`src/rtl/huff_bit_feeder_if.sv`:
```
// Handshake bundle between the byte source, the bit feeder and the decoder.
// Latency: none (wires only).
// Backpressure: s_valid/s_ready on the byte side; sValid/aready on the chunk side.
//
// Signals:
//   s_data/s_valid/s_last/s_nbits : byte stream in (LSB-first), s_ready back
//   in_bits/in_len/sValid         : chunk out to decoder, aready back
//   stream_done                   : one-cycle end-of-stream pulse
//   bits_sent                     : running count of consumed bits (mod 2^16)
interface huff_bit_feeder_if #(
   parameter int BYTE_W = 8
);
   logic [BYTE_W-1:0] s_data;
   logic              s_valid;
   logic              s_last;
   logic [3:0]        s_nbits;
   logic              s_ready;
   logic [3:0]        in_bits;
   logic [2:0]        in_len;
   logic              sValid;
   logic              aready;
   logic              stream_done;
   logic [15:0]       bits_sent;

   // master: drives the byte stream and the decoder's accept
   modport master (
      output s_data, s_valid, s_last, s_nbits, aready,
      input  s_ready, in_bits, in_len, sValid, stream_done, bits_sent
   );

   // slave: the bit feeder itself
   modport slave (
      input  s_data, s_valid, s_last, s_nbits, aready,
      output s_ready, in_bits, in_len, sValid, stream_done, bits_sent
   );
endinterface

```
`src/rtl/huff_bit_feeder.sv`:
```
// Splits an LSB-first byte stream into chunks of up to CHUNK_MAX bits for a decoder.
// Latency: first chunk valid the cycle after a byte is accepted; back-to-back bytes with no bubble.
// Backpressure: chunk holds while aready=0; s_ready only opens in IDLE or on the final chunk transfer.
//
// Ports:
//   clk, reset : rising-edge clock, asynchronous active-high reset
//   bus        : huff_bit_feeder_if.slave (byte stream in, chunk stream out,
//                stream_done pulse, bits_sent counter)
module huff_bit_feeder #(
   parameter int CHUNK_MAX = 4,
   parameter int BYTE_W    = 8
) (
   input logic               clk,
   input logic               reset,
   huff_bit_feeder_if.slave  bus
);

   localparam int REM_W = $clog2(BYTE_W + 1);
   localparam logic [REM_W-1:0] CHUNK_REM = REM_W'(CHUNK_MAX);
   localparam logic [2:0]       CHUNK_LEN = 3'(CHUNK_MAX);

   typedef enum logic [1:0] {
      IDLE = 2'd0,
      EMIT = 2'd1,
      DONE = 2'd2
   } state_t;

   state_t            state_q, state_d;
   logic [BYTE_W-1:0] byte_reg_q, byte_reg_d;
   logic [REM_W-1:0]  rem_q, rem_d;
   logic              last_reg_q, last_reg_d;
   logic [15:0]       bits_sent_q, bits_sent_d;

   logic [2:0]        chunk_len;
   logic [3:0]        chunk_bits;
   logic [REM_W-1:0]  load_rem;
   logic              xfer;
   logic              final_chunk;
   logic              s_ready;
   logic              accept;

   // Bit count for a freshly loaded byte: only a last byte may be short, and
   // an out-of-range count (0 or wider than the byte) means a full byte.
   always_comb begin
      load_rem = REM_W'(BYTE_W);
      if (bus.s_last && (bus.s_nbits != 4'd0) && (int'(bus.s_nbits) <= BYTE_W)) begin
         load_rem = REM_W'(bus.s_nbits);
      end
   end

   // Current chunk: min(rem, CHUNK_MAX) oldest bits, upper bits forced to zero.
   // Outside EMIT the length is zero, which also zeroes the data.
   always_comb begin
      chunk_len = 3'd0;
      if (state_q == EMIT) begin
         chunk_len = (rem_q < CHUNK_REM) ? 3'(rem_q) : CHUNK_LEN;
      end
      chunk_bits = byte_reg_q[3:0] & ~(4'hF << chunk_len);
   end

   assign xfer        = (state_q == EMIT) && bus.aready;
   assign final_chunk = (REM_W'(chunk_len) == rem_q);

   // s_ready never looks at s_valid. In EMIT it opens only when the last chunk
   // of a non-final byte is leaving, so the next byte loads with no bubble.
   always_comb begin
      s_ready = 1'b0;
      case (state_q)
         IDLE:    s_ready = 1'b1;
         EMIT:    s_ready = xfer && final_chunk && !last_reg_q;
         default: s_ready = 1'b0;
      endcase
      if (reset) begin
         s_ready = 1'b0;
      end
   end

   assign accept = s_ready && bus.s_valid;

   // Next-state and datapath update
   always_comb begin
      state_d     = state_q;
      byte_reg_d  = byte_reg_q;
      rem_d       = rem_q;
      last_reg_d  = last_reg_q;
      bits_sent_d = bits_sent_q;

      if (xfer) begin
         byte_reg_d  = byte_reg_q >> chunk_len;
         rem_d       = rem_q - REM_W'(chunk_len);
         bits_sent_d = bits_sent_q + 16'(chunk_len);
      end

      case (state_q)
         IDLE: begin
            if (accept) begin
               byte_reg_d = bus.s_data;
               last_reg_d = bus.s_last;
               rem_d      = load_rem;
               state_d    = EMIT;
            end
         end
         EMIT: begin
            if (xfer && final_chunk) begin
               if (last_reg_q) begin
                  state_d = DONE;
               end else if (accept) begin
                  // reload overrides the shift/decrement of the outgoing byte
                  byte_reg_d = bus.s_data;
                  last_reg_d = bus.s_last;
                  rem_d      = load_rem;
                  state_d    = EMIT;
               end else begin
                  state_d = IDLE;
               end
            end
         end
         DONE: begin
            last_reg_d = 1'b0;
            state_d    = IDLE;
         end
         default: begin
            state_d = IDLE;
         end
      endcase
   end

   always_ff @(posedge clk or posedge reset) begin
      if (reset) begin
         state_q     <= IDLE;
         byte_reg_q  <= '0;
         rem_q       <= '0;
         last_reg_q  <= 1'b0;
         bits_sent_q <= 16'd0;
      end else begin
         state_q     <= state_d;
         byte_reg_q  <= byte_reg_d;
         rem_q       <= rem_d;
         last_reg_q  <= last_reg_d;
         bits_sent_q <= bits_sent_d;
      end
   end

   // Outputs decode straight from registered state, so reset clears them at once.
   assign bus.s_ready     = s_ready;
   assign bus.in_bits     = chunk_bits;
   assign bus.in_len      = chunk_len;
   assign bus.sValid      = (state_q == EMIT);
   assign bus.stream_done = (state_q == DONE);
   assign bus.bits_sent   = bits_sent_q;

endmodule

```
`src/flat_wrapper.sv`:
```
// flat-port wrapper written by rule: the top's interface ports become plain ports
module huff_bit_feeder_flat 
#(
   parameter int CHUNK_MAX = 4,
   parameter int BYTE_W    = 8
)
  (clk, reset, bus_s_data, bus_s_valid, bus_s_last, bus_s_nbits, bus_aready, bus_s_ready, bus_in_bits, bus_in_len, bus_sValid, bus_stream_done, bus_bits_sent);
  huff_bit_feeder_if #(.BYTE_W(BYTE_W)) bus_i ();
  input logic clk;
  input logic reset;
  input wire logic [$bits(bus_i.s_data)-1:0] bus_s_data;
  input wire logic [$bits(bus_i.s_valid)-1:0] bus_s_valid;
  input wire logic [$bits(bus_i.s_last)-1:0] bus_s_last;
  input wire logic [$bits(bus_i.s_nbits)-1:0] bus_s_nbits;
  input wire logic [$bits(bus_i.aready)-1:0] bus_aready;
  output wire logic [$bits(bus_i.s_ready)-1:0] bus_s_ready;
  output wire logic [$bits(bus_i.in_bits)-1:0] bus_in_bits;
  output wire logic [$bits(bus_i.in_len)-1:0] bus_in_len;
  output wire logic [$bits(bus_i.sValid)-1:0] bus_sValid;
  output wire logic [$bits(bus_i.stream_done)-1:0] bus_stream_done;
  output wire logic [$bits(bus_i.bits_sent)-1:0] bus_bits_sent;
  assign bus_i.s_data = bus_s_data;
  assign bus_i.s_valid = bus_s_valid;
  assign bus_i.s_last = bus_s_last;
  assign bus_i.s_nbits = bus_s_nbits;
  assign bus_i.aready = bus_aready;
  assign bus_s_ready = bus_i.s_ready;
  assign bus_in_bits = bus_i.in_bits;
  assign bus_in_len = bus_i.in_len;
  assign bus_sValid = bus_i.sValid;
  assign bus_stream_done = bus_i.stream_done;
  assign bus_bits_sent = bus_i.bits_sent;
  huff_bit_feeder #(.CHUNK_MAX(CHUNK_MAX), .BYTE_W(BYTE_W)) u_core (.clk(clk), .reset(reset), .bus(bus_i));
endmodule
```
`config.mk`:
```
export PLATFORM = sky130hd
export DESIGN_NAME = huff_bit_feeder_flat
export DESIGN_NICKNAME = d
export VERILOG_FILES = /design/src/rtl/huff_bit_feeder_if.sv /design/src/rtl/huff_bit_feeder.sv /design/src/flat_wrapper.sv
export SDC_FILE = /design/constraint.sdc
export NUM_CORES = 1
export LEC_CHECK = 0
export ABC_AREA = 1
export BUFFER_PORTS_ARGS = -buffer_cell sky130_fd_sc_hd__buf_2
export CORE_UTILIZATION = 50
export DETAILED_ROUTE_END_ITERATION = 16
export PLACE_DENSITY = 0.76
export SLEW_MARGIN = 40
export SYNTH_ARGS = -nofsm -noshare
export SYNTH_HDL_FRONTEND = slang
export SYNTH_SLANG_ARGS = --single-unit
```
`constraint.sdc`:
```
create_clock -name clk -period 2.5 [get_ports clk]
set_clock_uncertainty 0.2 [all_clocks]
set_input_delay 0.625 -clock clk [delete_from_list [all_inputs] [get_ports clk]]
set_output_delay 0.625 -clock clk [all_outputs]
set_load 0.01 [all_outputs]
```
== After elaboration in Yosys (flattened, before gate mapping) ==
Cells that the tools add are included.
Word-level totals
  output and inout bits: 26
  bits of input ports: 17
  word-level logic and storage cells: 55
  bits in registers: 31
Cells by class
  reduce and logical (&&, ||, !) cells: 12
  mux-type cells: 25
  $lt $le $gt $ge: 2
  equality and inequality tests: 5
  bitwise operators: 2
  shift-type cells: 2
  add/sub/neg operators: 2
Operator list (count)
  8-bit 2-to-1 mux: 4
  4-bit 2-to-1 mux: 5
  16-bit by 3-bit adder with 16-bit output: 1
  8-bit case mux with 2 select lines: 1
  4-bit case mux with 2 select lines: 1
  8-bit by 3-bit >> shifter with 8-bit output: 1
  1-bit logical AND: 6
  1-bit 2-to-1 mux: 6
  2-bit 2-to-1 mux: 3
  3-bit 2-to-1 mux: 2
  4-bit AND: 1
  3-bit by 4-bit == test with 1-bit output: 1
  4-bit <= comparator, second input constant: 1
  4-bit by 3-bit less-than comparator with 1-bit output, second input constant: 1
  2-bit by 1-bit inequality test with 1-bit output, second input constant: 2
  4-bit inverter: 1
  2-bit case mux with 2 select lines: 1
  4-bit nonzero test: 1
  4-bit by 3-bit << shifter with 4-bit output, first input constant: 1
  4-bit by 3-bit subtractor with 4-bit output: 1
  1-bit case mux with 3 select lines: 1
  3-bit AND reduction: 1
  3-bit nonzero test: 1
  2-bit by 1-bit == test with 1-bit output, second input constant: 1
  5 further kinds: 5

== Logic depth before layout (Yosys ltp) ==
  depth in word-level cells: 13
  gate-level depth with buffers: 17

== Worst setup path before layout ==
OpenSTA, ideal clock, no wires.
  path kind: flip-flop to output port
  from: register u_core.state_q[1]
  to: output port bus_s_ready
  data arrival time: 2.057 ns
  stages on the path, launching flop included: 12
  path buffers: 1
  setup slack: -0.382 ns
  path through: dfrtp_1 > inv_1 > ha_1 > buf_4 > nand3_1 > ha_1 > nand2_1 > nor2_1 > nand3_1 > nand2_2 > nand2_1 > nor2_1
Between the ends
  longest elaborated chain between the ends: 7
  elaborated cells between the ends (all ways): 9
  classes of those cells: eq/ne: 2; mux: 3; reduce/logical: 4
RTL lines
  start: declaration: RTL line huff_bit_feeder.sv:28  | state_t state_q, state_d;
  start signal: assignment: RTL line huff_bit_feeder.sv:136  | state_q <= state_d;
  2-bit by 1-bit == test with 1-bit output (*)
  via bus_sValid: RTL line flat_wrapper.sv:19  | output wire logic [$bits(bus_i.sValid)-1:0] bus_sValid;
  3-bit 2-to-1 mux: RTL line huff_bit_feeder.sv:55  | if (state_q == EMIT) begin
  3-bit by 4-bit == test with 1-bit output: RTL line huff_bit_feeder.sv:62  | assign final_chunk = (REM_W'(chunk_len) == rem_q);
  1-bit logical AND (2 in a row): RTL line huff_bit_feeder.sv:70  | EMIT: s_ready = xfer && final_chunk && !last_reg_q;
  1-bit case mux with 2 select lines (*): RTL line huff_bit_feeder.sv:68  | case (state_q)
  1-bit 2-to-1 mux (*): RTL line huff_bit_feeder.sv:73  | if (reset) begin
  end: declaration: RTL line flat_wrapper.sv:16  | output wire logic [$bits(bus_i.s_ready)-1:0] bus_s_ready;
Mark *: on every way through the listed nets, which the timed path passes. The rest lies on a longest branch.

== Final worst setup path ==
  from: register u_core.state_q[0]
  to: output port bus_s_ready
Between the ends
  longest elaborated chain between the ends: 7
  elaborated cells between the ends (all ways): 9
  classes of those cells: eq/ne: 2; mux: 3; reduce/logical: 4
RTL lines (RTL line)
  2-bit by 1-bit == test with 1-bit output: huff_bit_feeder.sv:55, huff_bit_feeder.sv:61, huff_bit_feeder.sv:68
  3-bit 2-to-1 mux: huff_bit_feeder.sv:55
  3-bit by 4-bit == test with 1-bit output: huff_bit_feeder.sv:62
  1-bit logical AND (2 in a row): huff_bit_feeder.sv:70
  1-bit case mux with 2 select lines (*): huff_bit_feeder.sv:68
  1-bit 2-to-1 mux (*): huff_bit_feeder.sv:73
Mark *: on every way between the ends. The rest lies on a longest branch, timed or not.

==> impl_metrics.tcl <==
set metrics [dict create \
    crit_required_ns 1.67 \
    cts_inserted_buffers 5 \
    maxSlewViolCount 0 \
    multi_input_area_um2 1520 \
    grt_max_degree 32 \
    cts_tree "done" \
    ys_ff_latch 31 \
    critical_path_class "register to output pin" \
    synthMuxAreaShare 0 \
    hold_viol 0 \
    max_freq_mhz 362 \
    final_net_count 438 \
    crit_path_cell_trace "buf_4 -> ha_4 -> o21ai_4 -> ha_4 -> nand2_4 -> nor2_4 -> nand3_2 -> nand2_2 -> nand2_2 -> nor2_2 -> buf_2" \
    root_buffer "clkbuf_8" \
    whs_ns 0.252 \
    wl_um 7130 \
    core_um2 4350 \
    fin_area_um2 3260 \
    cpPeakStageDelay_ns 0.40 \
    vdd_drop_max_mv 0.732 \
    htreeDepth 2 \
    fin_util 0.748 \
    routedWlPerCell_um 15.5 \
    cts_hold_buf 0 \
    fin_ws_ns -0.263 \
    route.detailed.drc 0 \
    dp_hpwl_um 4240 \
    syn-num-nets 349 \
    failed_checks "setup timing" \
    finalPower_uw 3920 \
    syn_to_final_growth_pct 43.0 \
    io_buffers 42 \
    synth_compound_area_frac 0.116 \
    crit_buf_inv 2 \
    crit_family "simple AND/OR/NAND/NOR gates" \
    yosys_warnings 0 \
    power.leakage_uw 0.00177 \
    fin_cells 461 \
    grt.overflow.total 0 \
    vias_per_cell 5.44 \
    grt_setup_unrepaired "yes" \
    tightestPinTransition_ns 0.627 \
    powerDensity_nw_per_um2 1200 \
    vias 2506 \
    grt_use_total 0.271 \
    row_count 24 \
    synth-main-ff-cell "dfrtp_1" \
    postSynthAreaPerCell_um2 7.14 \
    boundaryPins 43 \
    first_pass_iters 5 \
    register_area_um2 777 \
    clkTransAtPathRegs_ns 0.07 \
    grt_pass1_wl_um 10500 \
    initial_utilization 0.523 \
    die_h_um 69.5 \
    slew_headroom 0.579 \
    setup-violations-final 8 \
    synth_top_family_by_area "simple AND/OR/NAND/NOR gates" \
    endpoint_kind "output pin" \
    postSynthCellCount 319 \
    synth-async-reset-ratio 1.00 \
    clock_sinks 31 \
    antenna_found_initial 0 \
    path_max_fanout 3 \
    critPathArrivalTime_ns 1.94 \
    layout-drive-gt1-share 0.372 \
    placed_cells 428 \
    fillers 322 \
    diodes 0 \
    synth-seq-area-share 0.341 \
    period_needed_ns 2.76 \
    worstSetupStartpointType "register" \
    place_area_um2 2710 \
    dr.first_iter.drc_count 190 \
    syn_area_um2 2280 \
    synth-edff-count 0 \
    dieWidth_um 69.5 \
    hp-class "primary input to async pin" \
    synth-xor-area-share 0.0538 \
    synth_fa_ha_area_frac 0.0780 \
    cts_buffer_depth 2 \
    status "finished with violations" \
    grt_pass1_vias 2260 \
    gp_congestion 0.921 \
    die-area_um2 4830 \
    ant_nets 0 \
    clk_latency_ns 0.29 \
    cap_viol_max_count 0 \
    fin_crit_sh 1.11 \
    yosys.area_share.simple 0.314 \
    synth_cell_types 37 \
    critPathSlowestCell "dfrtp_2" \
]
==> cell families (layout without fill, tap and decap cells) <==
logic type               after synthesis  count (layout)
AO/OA/AOI/OAI                         42              42
XOR/XNOR                              14              14
adder cells (fa/ha/maj)               13              13
buffers and inverters                 52             142
flip-flops                            31              31
AND/OR/NAND/NOR                      167             167
==> flip-flops by register name, summed over array words and instances, names as in the netlist <==
| signal | cells |
|---|---|
| u_core.state_q | 2 |
| u_core.last_reg_q | 1 |
| u_core.byte_reg_q | 8 |
| u_core.bus.bits_sent | 16 |
| u_core.rem_q | 4 |
==> layer usage <==
layer,share of wire,GRT usage,up-vias
met5,0,0,-
met1,0.42,0.357,1165
met4,0.027,0.104,0
met3,0.062,0.0523,23
met2,0.49,0.439,131
li1,-,-,1187
==> worst paths after layout <==
kind,from,end,slack (ns),cells past startpoint
min in group clk,u_core.bus.bits_sent[7]$_DFFE_PP0N_,u_core.bus.bits_sent[7]$_DFFE_PP0N_,0.32,1
max in group asynchronous,reset,u_core.state_q[0]$_DFFE_PP0P_,1.52,3
setup reg to reg,u_core.state_q[0]$_DFFE_PP0P_,u_core.byte_reg_q[5]$_DFF_PP0_,-0.07,17
hold reg to reg,u_core.bus.bits_sent[7]$_DFFE_PP0N_,u_core.bus.bits_sent[7]$_DFFE_PP0N_,0.32,1
setup / recovery,u_core.state_q[0]$_DFFE_PP0P_,bus_s_ready,-0.26,11
hold / removal,reset,u_core.last_reg_q$_DFFE_PP0P_,0.25,3
==> tightest hold or removal path, stage by stage <==
cell and delay, ns:
buf_2 0.12, inv_1 0.05, buf_4 0.37
==> power by group <==
group	internal [uW]	switching (uW)
combinational	1100	1480
sequential	659	157
clock	322	203
total	2080	1840
==> Yosys cell counts, types with 2 or more instances <==
| cell | n | area [um^2] |
|---|---|---|
| o21ai_2 | 2 | 17.5 |
| fa_1 | 2 | 40.0 |
| nand2_1 | 98 | 368 |
| xor2_1 | 9 | 78.8 |
| nor2_1 | 29 | 109 |
| o211ai_1 | 2 | 15.0 |
| buf_6 | 2 | 22.5 |
| or2_2 | 2 | 12.5 |
| o21ai_0 | 18 | 90.1 |
| dfrtp_1 | 31 | 776 |
| nand3_1 | 19 | 95.1 |
| inv_1 | 45 | 169 |
| nand2_2 | 5 | 31.3 |
| xnor2_1 | 5 | 43.8 |
| nand4_1 | 4 | 25.0 |
| nor3_1 | 4 | 20.0 |
| clkbuf_1 | 2 | 7.51 |
| ha_1 | 11 | 138 |
| a21oi_1 | 9 | 45.0 |
| o22ai_1 | 3 | 18.8 |
==> layout by cell type, fill, tap and decap left out, drive strengths merged, types with 6 or more instances in the layout <==
master  instances
a21oi          10
nand2         104
buf            88
dfrtp          31
o21ai          21
nand3          20
inv            45
clkbuf          6
xor2            9
nor2           31
ha             11
==> repair_timing <==
| item | in CTS | in global routing |
|---|---|---|
| endpoints found under the setup margin | 8 | 29 |
| pin swaps | 14 | 24 |
| resized for setup | 23 | 31 |
| setup buffers | 11 | 15 |
==> layout make-up <==
type                       count  share of cell area
tap                           52              0.0200
multi-input combinational    236               0.468
timing repair buffer          88               0.180
clock buffer                   6              0.0254
clock inverter                 2              0.0108
inverter                      46              0.0569
sequential                    31               0.239
==> metrics by stage <==
step | worst slack (ns) | TNS (ns)
CTS | -0.248 | -0.411
global route | -0.353 | -2.68
detailed placement | -0.0288 | -0.0746
floorplan | -0.0580 | -0.166
finish | -0.263 | -0.532
global placement | 0.0200 | 0
Note: power is estimated with default switching activity, not from simulation.
